===== config.mk =====
export PLATFORM = sky130hd
export DESIGN_NAME = memory_stage
export DESIGN_NICKNAME = d
export VERILOG_FILES = /design/src/rtl/memory_stage_pkg.sv /design/src/rtl/memory_stage_wait_timer.sv /design/src/rtl/memory_stage.sv
export SDC_FILE = /design/constraint.sdc
export NUM_CORES = 1
export LEC_CHECK = 0
export BUFFER_PORTS_ARGS = -buffer_cell sky130_fd_sc_hd__buf_4
export CAP_MARGIN = 40
export CORE_MARGIN = 2
export CORE_UTILIZATION = 50
export CTS_BUF_LIST = sky130_fd_sc_hd__clkbuf_2 sky130_fd_sc_hd__clkbuf_4 sky130_fd_sc_hd__clkbuf_8
export DETAILED_ROUTE_END_ITERATION = 16
export PLACE_DENSITY = 0.95
export SYNTH_ARGS = -nofsm -noshare
export SYNTH_HDL_FRONTEND = slang
export SYNTH_SLANG_ARGS = --single-unit

===== constraint.sdc =====
create_clock -name clock -period 1.7 [get_ports clock]
set_input_delay 0 -clock clock [delete_from_list [all_inputs] [get_ports clock]]
set_output_delay 0 -clock clock [all_outputs]
set_load 0.02 [all_outputs]

===== src/rtl/memory_stage_pkg.sv =====
// Shared constants and types for the memory-access pipeline stage.
// State encoding, datapath widths and the captured-instruction record.
package memory_stage_pkg;

  localparam int DATA_W = 32;
  localparam int REG_W  = 5;

  localparam logic [1:0] S_IDLE = 2'd0;
  localparam logic [1:0] S_WAIT = 2'd1;

  // Fields of the accepted memory op that must survive until the access completes.
  typedef struct packed {
    logic [REG_W-1:0]  regdest;
    logic              writereg;
    logic              selwsource;
    logic [DATA_W-1:0] wbvalue;
  } mem_capture_t;

  function automatic logic is_misaligned(input logic [DATA_W-1:0] addr);
    return addr[1:0] != 2'b00;
  endfunction

endpackage


===== src/rtl/memory_stage_wait_timer.sv =====
// Wait-cycle counter for the memory stage; flags the last permitted WAIT cycle.
// TIMEOUT_CYCLES = 0 disables expiry entirely.
module mem_wait_timer #(
  parameter int TIMEOUT_CYCLES = 16,
  parameter int CNT_W          = 5
) (
  input  logic clock,
  input  logic reset,
  input  logic clear,
  input  logic enable,
  output logic expired
);

  localparam logic [CNT_W-1:0] LAST_COUNT = CNT_W'(TIMEOUT_CYCLES - 1);

  logic [CNT_W-1:0] count;

  always_ff @(posedge clock or negedge reset) begin
    if (!reset) begin
      count <= '0;
    end else if (clear) begin
      count <= '0;
    end else if (enable) begin
      count <= count + 1'b1;
    end
  end

  assign expired = (TIMEOUT_CYCLES != 0) && (count == LAST_COUNT);

endmodule


===== src/rtl/memory_stage.sv =====
// Pipeline memory-access stage: issues loads/stores over a req/ack port,
// stalls upstream while waiting, and registers the writeback bundle.
// Optional MEM_ALIGN_CHECK_EN rejects word-misaligned accesses.
module memory_stage
  import memory_stage_pkg::*;
#(
  parameter int TIMEOUT_CYCLES = 16,
  parameter int CNT_W          = 5
) (
  input  logic              clock,
  input  logic              reset,
  input  logic              ex_mem_readmem,
  input  logic              ex_mem_writemem,
  input  logic [DATA_W-1:0] ex_mem_regb,
  input  logic              ex_mem_selwsource,
  input  logic [REG_W-1:0]  ex_mem_regdest,
  input  logic              ex_mem_writereg,
  input  logic [DATA_W-1:0] ex_mem_wbvalue,
  input  logic [DATA_W-1:0] dmem_rdata,
  input  logic              dmem_ack,
  output logic              dmem_req,
  output logic              dmem_we,
  output logic [DATA_W-1:0] dmem_addr,
  output logic [DATA_W-1:0] dmem_wdata,
  output logic              mem_ex_stall,
  output logic [REG_W-1:0]  mem_wb_regdest,
  output logic              mem_wb_writereg,
  output logic [DATA_W-1:0] mem_wb_wbvalue,
  output logic              mem_buserr,
  output logic              mem_misalign
);

  logic [1:0]   state;
  mem_capture_t captured;
  logic         timer_expired;
  logic         is_mem_op;
  logic         reject_op;

  assign is_mem_op = ex_mem_readmem | ex_mem_writemem;

`ifdef MEM_ALIGN_CHECK_EN
  assign reject_op = is_mem_op && is_misaligned(ex_mem_wbvalue);
`else
  assign reject_op = 1'b0;
`endif

  mem_wait_timer #(
    .TIMEOUT_CYCLES (TIMEOUT_CYCLES),
    .CNT_W          (CNT_W)
  ) u_wait_timer (
    .clock   (clock),
    .reset   (reset),
    .clear   (state != S_WAIT),
    .enable  ((state == S_WAIT) && !dmem_ack),
    .expired (timer_expired)
  );

  // Ack takes priority over expiry so a late-but-valid response is never discarded.
  always_ff @(posedge clock or negedge reset) begin
    if (!reset) begin
      state           <= S_IDLE;
      captured        <= '0;
      dmem_req        <= 1'b0;
      dmem_we         <= 1'b0;
      dmem_addr       <= '0;
      dmem_wdata      <= '0;
      mem_ex_stall    <= 1'b0;
      mem_wb_regdest  <= '0;
      mem_wb_writereg <= 1'b0;
      mem_wb_wbvalue  <= '0;
      mem_buserr      <= 1'b0;
    end else begin
      mem_buserr <= 1'b0;
      case (state)
        S_IDLE: begin
          if (reject_op) begin
            mem_wb_writereg <= 1'b0;
          end else if (is_mem_op) begin
            captured.regdest    <= ex_mem_regdest;
            captured.writereg   <= ex_mem_writereg;
            captured.selwsource <= ex_mem_selwsource;
            captured.wbvalue    <= ex_mem_wbvalue;
            dmem_req            <= 1'b1;
            dmem_we             <= ex_mem_writemem;
            dmem_addr           <= ex_mem_wbvalue;
            dmem_wdata          <= ex_mem_regb;
            mem_ex_stall        <= 1'b1;
            mem_wb_writereg     <= 1'b0;
            state               <= S_WAIT;
          end else begin
            mem_wb_regdest  <= ex_mem_regdest;
            mem_wb_writereg <= ex_mem_writereg;
            mem_wb_wbvalue  <= ex_mem_wbvalue;
          end
        end
        S_WAIT: begin
          if (dmem_ack) begin
            dmem_req        <= 1'b0;
            mem_ex_stall    <= 1'b0;
            mem_wb_regdest  <= captured.regdest;
            mem_wb_writereg <= captured.writereg;
            mem_wb_wbvalue  <= captured.selwsource ? dmem_rdata : captured.wbvalue;
            state           <= S_IDLE;
          end else if (timer_expired) begin
            dmem_req        <= 1'b0;
            mem_ex_stall    <= 1'b0;
            mem_buserr      <= 1'b1;
            mem_wb_writereg <= 1'b0;
            state           <= S_IDLE;
          end else begin
            mem_wb_writereg <= 1'b0;
          end
        end
        default: begin
          dmem_req        <= 1'b0;
          mem_ex_stall    <= 1'b0;
          mem_wb_writereg <= 1'b0;
          state           <= S_IDLE;
        end
      endcase
    end
  end

`ifdef MEM_ALIGN_CHECK_EN
  always_ff @(posedge clock or negedge reset) begin
    if (!reset) begin
      mem_misalign <= 1'b0;
    end else begin
      mem_misalign <= (state == S_IDLE) && reject_op;
    end
  end
`else
  assign mem_misalign = 1'b0;
`endif

endmodule


* After elaboration in Yosys (flattened, before gate mapping)
Index checks and enable logic that the tools add are counted.
** Operators by class
- Add/sub/neg operators :: 1
- Bitwise gates (word level) :: 1
- Muxes and demuxes :: 23
- Reductions and logical operators :: 8
- Eq/ne operators :: 7
** Operators by type and width (number)
- 32-bit two-way mux :: 3
- 32-bit case mux with 2 select lines :: 1
- 5-bit two-way mux :: 4
- 5-bit case mux with 2 select lines :: 1
- 1-bit two-way mux :: 8
- 2-bit two-way mux :: 3
- 2-bit inequality test, second input constant :: 3
- 5-bit by 1-bit adder with 5-bit output, second input constant :: 1
- 5-bit by 4-bit == test with 1-bit output, second input constant :: 1
- 1-bit case mux with 2 select lines :: 2
- 2-bit case mux with 2 select lines :: 1
- 2-bit AND reduction :: 2
- 2-bit nonzero test :: 2
- 3-bit inequality test, second input constant :: 1
- 3-bit AND reduction :: 1
- 2-bit by 1-bit == test with 1-bit output, second input constant :: 1
- 2-bit logical NOT :: 1
- 2-bit by 1-bit inequality test with 1-bit output, second input constant :: 1
- 1-bit logical AND :: 1
- 1-bit logical NOT :: 1
- 1-bit bitwise OR :: 1
** Word-level totals
- Input port bits :: 108
- Output and inout bits :: 107
- Logic and storage cells :: 53
- Flip-flop bits (word level) :: 119

* Depth between registers and ports, before layout
Gate-level depths: netlist of the first run.
- Word-level depth :: 4
- Depth in mapped cells :: 6
- Depth with buffers taken out :: 5

* Hierarchy
Synthesis of the first run repeated with hierarchy kept, for this count alone.
** Second synthesis, totals
- Cells, all modules :: 390
- Area total of the unflattened synthesis :: 5233.8 um2
** Modules (own cells, without submodules)
- memory_stage :: cells each 367, area an instance 4963.5 um2, times used 1, sequential area each 2802.7 um2
- mem_wait_timer :: cells each 23, area an instance 270.3 um2, times used 1, sequential area each 125.1 um2

* Worst setup path before layout of the first run
OpenSTA, ideal clock, no wires.
- Path kind :: register to register
- From :: register mem_ex_stall (netlist name)
- To :: register mem_wb_wbvalue[17]
- Arrival time :: 1543 ps
- Path buffers :: 3
- Cell stages (with the launch flop) :: 7
- Slack :: 31 ps
- Library setup time :: 126 ps
- Required time :: 1574 ps
- Clock period less this slack :: 1669 ps
- Cells stage by stage :: dfrtp_1 -> buf_6 -> nor3_4 -> a21oi_1 -> buf_6 -> buf_2 -> a221o_1
** RTL lines
- end signal, assigned :: RTL line memory_stage.sv:93 : mem_wb_wbvalue <= ex_mem_wbvalue;
- end signal, assigned :: RTL line memory_stage.sv:102 : mem_wb_wbvalue <= captured.selwsource ? dmem_rdata : captured.wbvalue;
- end, declared :: RTL line memory_stage.sv:28 : output logic [DATA_W-1:0] mem_wb_wbvalue,

==> Implementation_results.wiki, run 1 <==
{| class="wikitable"
! Metric !! Value
|-
| Overflow after GRT || 0
|-
| Max Transition Viols Final || 0
|-
| Leakage dissipation || 3.914 nW
|-
| Slew @ Worst Pin || a little over 600 ps
|-
| Number of clock sinks || between 100 and 150
|-
| Clock skew after layout || 7.494 ps
|-
| Status || complete, no violations
|-
| PD cells || around 1200 nW/um^2
|-
| Count of port buffers added during placement || 213
|-
| Layout net count || 784
|-
| Count of distinct cell types in the synthesized netlist || 28
|-
| Data arrival time of the worst path || ~1900 ps
|-
| Insertion delay to the later sink of the worst-skew pair || between 400 and 500 ps
|-
| Cells after synthesis || roughly 390
|-
| Worst min-delay path startpoint || ex_mem_readmem
|-
| Average cell area after synthesis || between 10 and 15 sq um
|-
| Critical path's largest stage delay || around 530 ps
|-
| Share of the synthesized area in the top cell type || a little under three fifths
|-
| Count of TritonRoute iterations in the first routing pass || 4
|-
| Top achievable clock speed || approximately 0.62 GHz
|-
| Min-delay worst type || primary input to flip-flop
|-
| Critical Path Source Type || flip-flop
|-
| Antenna violations before repair || 0
|-
| Total Power Consumption || approximately 10 mW
|-
| Commonest cells after routing, fill and taps aside || sky130_fd_sc_hd__buf_4 (216), sky130_fd_sc_hd__dfrtp_1 (116), sky130_fd_sc_hd__dlygate4sd3_1 (106)
|-
| Sequential share of the synthesized area || a little under three fifths
|-
| Root Driver || sky130_fd_sc_hd__clkbuf_8
|-
| Kind of cell with the highest combined delay on the critical path || flip-flops
|-
| Final worst-path cycle share || a little over nine tenths
|-
| Vias in the first global route || a little under 5000
|-
| Largest voltage drop on the vdd net || 729.5 uV
|-
| Leading area contributor after synthesis || sky130_fd_sc_hd__dfrtp_1
|-
| Remaining DRCs || 0
|-
| Slowest stage cell on the critical path || sky130_fd_sc_hd__dfrtp_1
|-
| Overall routing resource usage || 28.66%
|-
| Ranking of synthesized cells by area || sky130_fd_sc_hd__dfrtp_1 (57%), sky130_fd_sc_hd__mux2_2 (16%), sky130_fd_sc_hd__mux2i_1 (7.3%)
|-
| Global-route wire length before repair || 24610 microns
|-
| Worst setup path startpoint || mem_ex_stall
|-
| RePlAce Congestion || around 0.77
|-
| Number of warnings printed during yosys synthesis || 0
|-
| DRT antenna net count || 0
|-
| Critical path data required time || roughly 2000 ps
|-
| Fillcell total || between 500 and 600
|-
| Die width || ~110 microns
|-
| Worst-path cell chain || o21bai_4 > buf_12 > mux2_2
|-
| Die Y || 105.8 microns
|-
| DIE AREA || between 10000 and 15000 sq um
|-
| TritonCTS clock tree || yes
|-
| Fraction of layout cells with a size suffix above 1 || around half
|-
| Max Fanout on Critical Path || 38
|-
| Final setup margin || around 80 ps
|-
| Diodes inserted || 0
|-
| Number of top-level pins || ~220
|-
| Syn nets || 495
|-
| Startpoint-to-endpoint class of the critical path || flip-flop to flip-flop
|-
| Detailed placer's ending HPWL || about 9000 microns
|-
| Maximum number of pins on one net before global-route repair || roughly 120
|-
| First DRT Iteration DRCs || ~230
|-
| Fin crit period || around 1600 ps
|-
| Floorplan row count || 37
|-
| Most frequent standard cell in the layout excluding fill and tap cells || sky130_fd_sc_hd__buf_4
|-
| Area of the placeable core || between 10000 and 15000 sq um
|-
| Number of placed instances with taps included || roughly 680
|-
| Vias/cell || 5.324
|-
| Final Hold Fails || 0
|-
| Post-CTS clock slew at the launch and capture registers of the worst setup and hold paths || roughly 70 ps
|-
| Routed WL || ~16000 microns
|-
| Number of maximum-capacitance constraint violations || 0
|-
| Max Buffers Root-to-Sink || 2
|-
| Post-synthesis instance area || between 5000 and 6000 sq um
|-
| Count of state elements after synthesis || about 120
|-
| Layout-stage area growth over the synthesis result || 58.29%
|-
| Unrepaired setup endpoints after global routing || false
|-
| H-tree level count || 4
|-
| Initial cell density of the core || roughly half
|-
| Worst setup timing slack at the placement stage || approximately 100 ps
|-
| Worst slew margin relative to its limit || between 50% and 60%
|-
| Buf/Inv on CP || 1
|-
| Worst r2r src || mem_ex_stall
|-
| Endpoint kind of the worst setup timing path || flip-flop
|-
| Count of non-filler cells in the finished layout || 823
|-
| Via count of the routed design || between 4000 and 5000
|-
| Clock buffer count from CTS || 17
|-
| Final setup fails || 0
|-
| Total Neg Setup Slack || 0 ps
|-
| WL per Instance || approximately 19 microns
|}
## cell type report
| cell class | count | area, sq um | share of cell area, % |
|---|---|---|---|
| clock buffer | 19 | 255.2 | 3.115 |
| clock inverter | 13 | 133.9 | 1.634 |
| inverter | 1 | 3.754 | 0.04580 |
| multi-input combinational | 208 | 1886 | 23.01 |
| sequential | 117 | 2929 | 35.74 |
| tap | 136 | 170.2 | 2.076 |
| timing repair buffer | 329 | 2818 | 34.38 |
## kinds of logic (layout without fill, tap and decap cells)
group	after synthesis	in the layout	synth area share (%)
adders and majority gates	2	2	0.4832
other	1	1	0.07243
buffers and inverters	60	362	7.467
DFF	117	117	56.55
muxes	110	110	23.01
xor gates and xnor gates	3	3	0.5076
and+or+nand+nor	50	50	4.568
AOI/OAI and AO/OA	42	42	7.347
## cell usage after synthesis
| library cell | instances |
|---|---|
| sky130_fd_sc_hd__dfrtp_1 | 117 |
| sky130_fd_sc_hd__mux2_2 | 72 |
| sky130_fd_sc_hd__mux2i_1 | 38 |
| sky130_fd_sc_hd__buf_4 | 34 |
| sky130_fd_sc_hd__a221o_1 | 32 |
| sky130_fd_sc_hd__nor2_1 | 32 |
| sky130_fd_sc_hd__buf_2 | 15 |
| sky130_fd_sc_hd__clkbuf_1 | 8 |
| sky130_fd_sc_hd__o21ai_0 | 6 |
| sky130_fd_sc_hd__nand3_1 | 5 |
| sky130_fd_sc_hd__and2_1 | 4 |
| sky130_fd_sc_hd__xnor2_1 | 3 |
| sky130_fd_sc_hd__buf_6 | 2 |
| sky130_fd_sc_hd__ha_1 | 2 |
| sky130_fd_sc_hd__nand2_1 | 2 |
| sky130_fd_sc_hd__a21boi_0 | 1 |
| sky130_fd_sc_hd__a21oi_1 | 1 |
| sky130_fd_sc_hd__a32o_1 | 1 |
| sky130_fd_sc_hd__and3_1 | 1 |
| sky130_fd_sc_hd__and3b_1 | 1 |
| sky130_fd_sc_hd__conb_1 | 1 |
| sky130_fd_sc_hd__inv_1 | 1 |
| sky130_fd_sc_hd__nand2b_1 | 1 |
| sky130_fd_sc_hd__nand4b_1 | 1 |
| sky130_fd_sc_hd__nor2b_1 | 1 |
| sky130_fd_sc_hd__nor3_4 | 1 |
| sky130_fd_sc_hd__o21bai_1 | 1 |
| sky130_fd_sc_hd__or3_1 | 1 |
## per-layer routing
metal,vias up,track usage (%),wire length (microns)
met3,44,6.865,1093
met1,2166,31.73,5746
met4,0,13.25,474
met2,241,51.80,8408
met5,-,0,0
li1,1931,-,-
## sequential cells by signal, summed over array words and instances (netlist names)
signal              count
u_wait_timer.count      5
mem_wb_writereg         1
mem_wb_regdest          5
dmem_wdata             32
mem_wb_wbvalue         32
captured               39
mem_buserr              1
mem_ex_stall            1
dmem_we                 1
## where the power goes
group	internal (mW)	switching (mW)	total [mW]	leakage, nW
clock	1.34	1.17	2.51	0.183
combinational	1.81	1.75	3.56	2.33
sequential	3.43	0.485	3.92	1.40
## metrics by stage
step	utilization, %	hold WS [ps]	instance area [sq um]
after floorplan	-	-295.6	5177
after global placement	65.81	128.9	6703
after detailed placement	65.96	139.4	6718
after CTS	80.20	75.03	8168
after global routing	80.47	109.5	8195
final	80.47	109.6	8195
## worst paths after layout
path / to / slack (ps) / cells past startpoint
max in group asynchronous: captured[32] / 1020 / 3
min in group asynchronous: captured[14] / 210 / 3
hold / removal: mem_wb_regdest[3] / 110 / 4
setup / recovery: captured[17] / 80 / 3
setup reg to reg: captured[17] / 80 / 3
hold reg to reg: captured[36] / 510 / 1
## timing repair
action,CTS,global route
setup endpoints to repair,0,20
setup buffers,0,2
endpoints found under the hold margin,231,0
hold buffers,106,0
gates resized for setup,0,0
## worst min-delay path, stage by stage
cell and delay (ps):
sky130_fd_sc_hd__buf_4 120, sky130_fd_sc_hd__or3_1 200, sky130_fd_sc_hd__nand3_1 90, sky130_fd_sc_hd__o21ai_0 70
No activity file was read; power rests on OpenSTA's default activity.
==> run 2: changes to the inputs <==
REMOVE_ABC_BUFFERS = 1   (was unset)
==> Implementation_results.wiki, run 2 (synthesized netlist as in run 1, its figures left out) <==
{| class="wikitable"
! Metric !! Value
|-
| Status || complete, no violations
|-
| Endpoint kind of the worst setup timing path || flip-flop
|-
| Setup repair bufs after CTS || 0
|-
| Post-CTS clock slew at the launch and capture registers of the worst setup and hold paths || 70 ps
|-
| First DRT Iteration DRCs || 233
|-
| Die Y || roughly 110 microns
|-
| Largest register FFs || 39
|-
| Floorplan row count || 37
|-
| Hold WS || roughly 70 ps
|-
| Global-route wire length before repair || 25790 microns
|-
| Area of all placed cells without fillers || a little over 8000 sq um
|-
| Via count of the routed design || between 4000 and 5000
|-
| Fraction of layout cells with a size suffix above 1 || between 40% and 50%
|-
| Total Power Consumption || between 10 and 15 mW
|-
| Final worst-path cycle share || 89.46%
|-
| Count of port buffers added during placement || around 210
|-
| Critical path's largest stage delay || approximately 420 ps
|-
| Leakage dissipation || ~4 nW
|-
| Data arrival time of the worst path || roughly 1800 ps
|-
| Layout-stage area growth over the synthesis result || 58.89%
|-
| Worst-path cell chain || buf_4 > nand2_1 > buf_12 > nor2_1 > a221o_1
|-
| Critical path data required time || 2000 ps
|-
| Die width || between 100 and 150 microns
|-
| Initial cell density of the core || 50.84%
|-
| Slew @ Worst Pin || a little over 600 ps
|-
| Post-cts repair resize count || 0
|-
| Worst slew margin relative to its limit || about three fifths
|-
| Overall routing resource usage || around 30%
|-
| Number of clock sinks || 117
|-
| TritonCTS clock tree || yes
|-
| RePlAce Congestion || 0.7723
|-
| Minimum setup slack among reg-to-reg paths || between 150 and 200 ps
|-
| Startpoint-to-endpoint class of the critical path || flip-flop to flip-flop
|-
| Maximum number of pins on one net before global-route repair || roughly 120
|-
| Total Neg Setup Slack || 0 ps
|-
| Final Hold Fails || 0
|-
| Final setup fails || 0
|-
| Commonest cells after routing, fill and taps aside || sky130_fd_sc_hd__buf_4 (217), sky130_fd_sc_hd__dfrtp_1 (116), sky130_fd_sc_hd__dlygate4sd3_1 (105)
|-
| Detailed placer's ending HPWL || 9102 microns
|-
| Insertion delay to the later sink of the worst-skew pair || approximately 430 ps
|-
| Min-delay worst type || primary input to flip-flop
|-
| Antenna violations before repair || 1
|-
| Top achievable clock speed || approximately 0.66 GHz
|-
| Clock buffer count from CTS || 17
|-
| Vias in the first global route || 4978
|-
| Fin crit period || between 1500 and 2000 ps
|-
| Vias/cell || roughly 5.5
|-
| Count of TritonRoute iterations in the first routing pass || 4
|-
| Cell Area, Placed || between 6000 and 7000 sq um
|-
| Overflow after GRT || 0
|-
| Max Transition Viols Final || 0
|-
| Number of maximum-capacitance constraint violations || 0
|-
| Layout net count || between 700 and 800
|-
| Critical Path Source Type || flip-flop
|-
| Area of the placeable core || roughly 10000 sq um
|-
| Unrepaired setup endpoints after global routing || false
|-
| Most frequent standard cell in the layout excluding fill and tap cells || sky130_fd_sc_hd__buf_4
|-
| Slowest stage cell on the critical path || sky130_fd_sc_hd__dfrtp_1
|-
| DRT antenna net count || 0
|-
| DIE AREA || 11190 sq um
|-
| Clock skew after layout || 14.34 ps
|-
| Max Fanout on Critical Path || 37
|-
| Number of top-level pins || between 200 and 250
|-
| Root Driver || sky130_fd_sc_hd__clkbuf_8
|-
| WL per Instance || a little over 20 microns
|-
| H-tree level count || 4
|-
| Fillcell total || about 500
|-
| PD cells || about 1300 nW/um^2
|-
| Largest voltage drop on the vdd net || ~900 uV
|-
| Top Registers || captured x39, dmem_wdata x32, mem_wb_wbvalue x32
|-
| Remaining DRCs || 0
|-
| Register with the most flip-flops || captured
|-
| Routed WL || 16660 microns
|-
| Max Buffers Root-to-Sink || 2
|}
-- run 2: path summary, 6_finish.rpt --
kind,cells past startpoint,end,startpoint
max,5,mem_wb_wbvalue[29],mem_ex_stall
min,4,mem_wb_wbvalue[23],dmem_rdata[23]
max reg2reg,5,mem_wb_wbvalue[29],mem_ex_stall
min reg2reg,1,dmem_wdata[30],dmem_wdata[30]
max in group asynchronous,3,captured[32],reset
min in group asynchronous,3,mem_wb_wbvalue[1],reset
-- run 2: critical path: cells and delay by family (launching register included) --
kind | cells | cell delay, ps
AO/OA/AOI/OAI | 1 | 300
buffers and inverters | 2 | 450
flip-flops | 1 | 420
AND/OR/NAND/NOR | 2 | 220
-- run 2: area by class of cell --
class	instances	area [sq um]	share of cell area (%)
clock inverter	9	151.4	1.840
inverter	1	3.754	0.04563
sequential	117	2929	35.60
tap	136	170.2	2.068
multi-input combinational	208	1886	22.92
clock buffer	22	284.0	3.452
timing repair buffer	328	2800	34.04
antenna	1	2.502	0.03042
-- run 2: report_power, final --
group	switching, mW	internal (mW)	total, mW
Combinational	1.80	1.81	3.61
Clock	1.11	1.71	2.82
Sequential	0.495	3.43	3.93
Total	3.41	6.95	10.4
-- run 2: what timing repair did --
item	in CTS	in global routing
hold buffers	105	0
setup endpoints to repair	0	0
hold endpoints to repair	232	0
-- run 2: per-stage QoR --
stage / setup WS (ps) / utilization [%] / cells
global route: 120.4 / 80.77 / 822
finish: 179.2 / 80.77 / 822
floorplan: -2318 / - / 326
detailed placement: 226.1 / 66.15 / 685
CTS: 220.1 / 80.75 / 821
global placement: 293.1 / 66.15 / 685
-- run 2: metal layers --
layer | up-vias | track usage, % | wire length (microns)
met5 | - | 0 | 0
met4 | 0 | 16.54 | 641
met3 | 63 | 8.163 | 1022
met2 | 233 | 54.70 | 9077
met1 | 2248 | 32.21 | 5916
li1 | 1937 | - | -
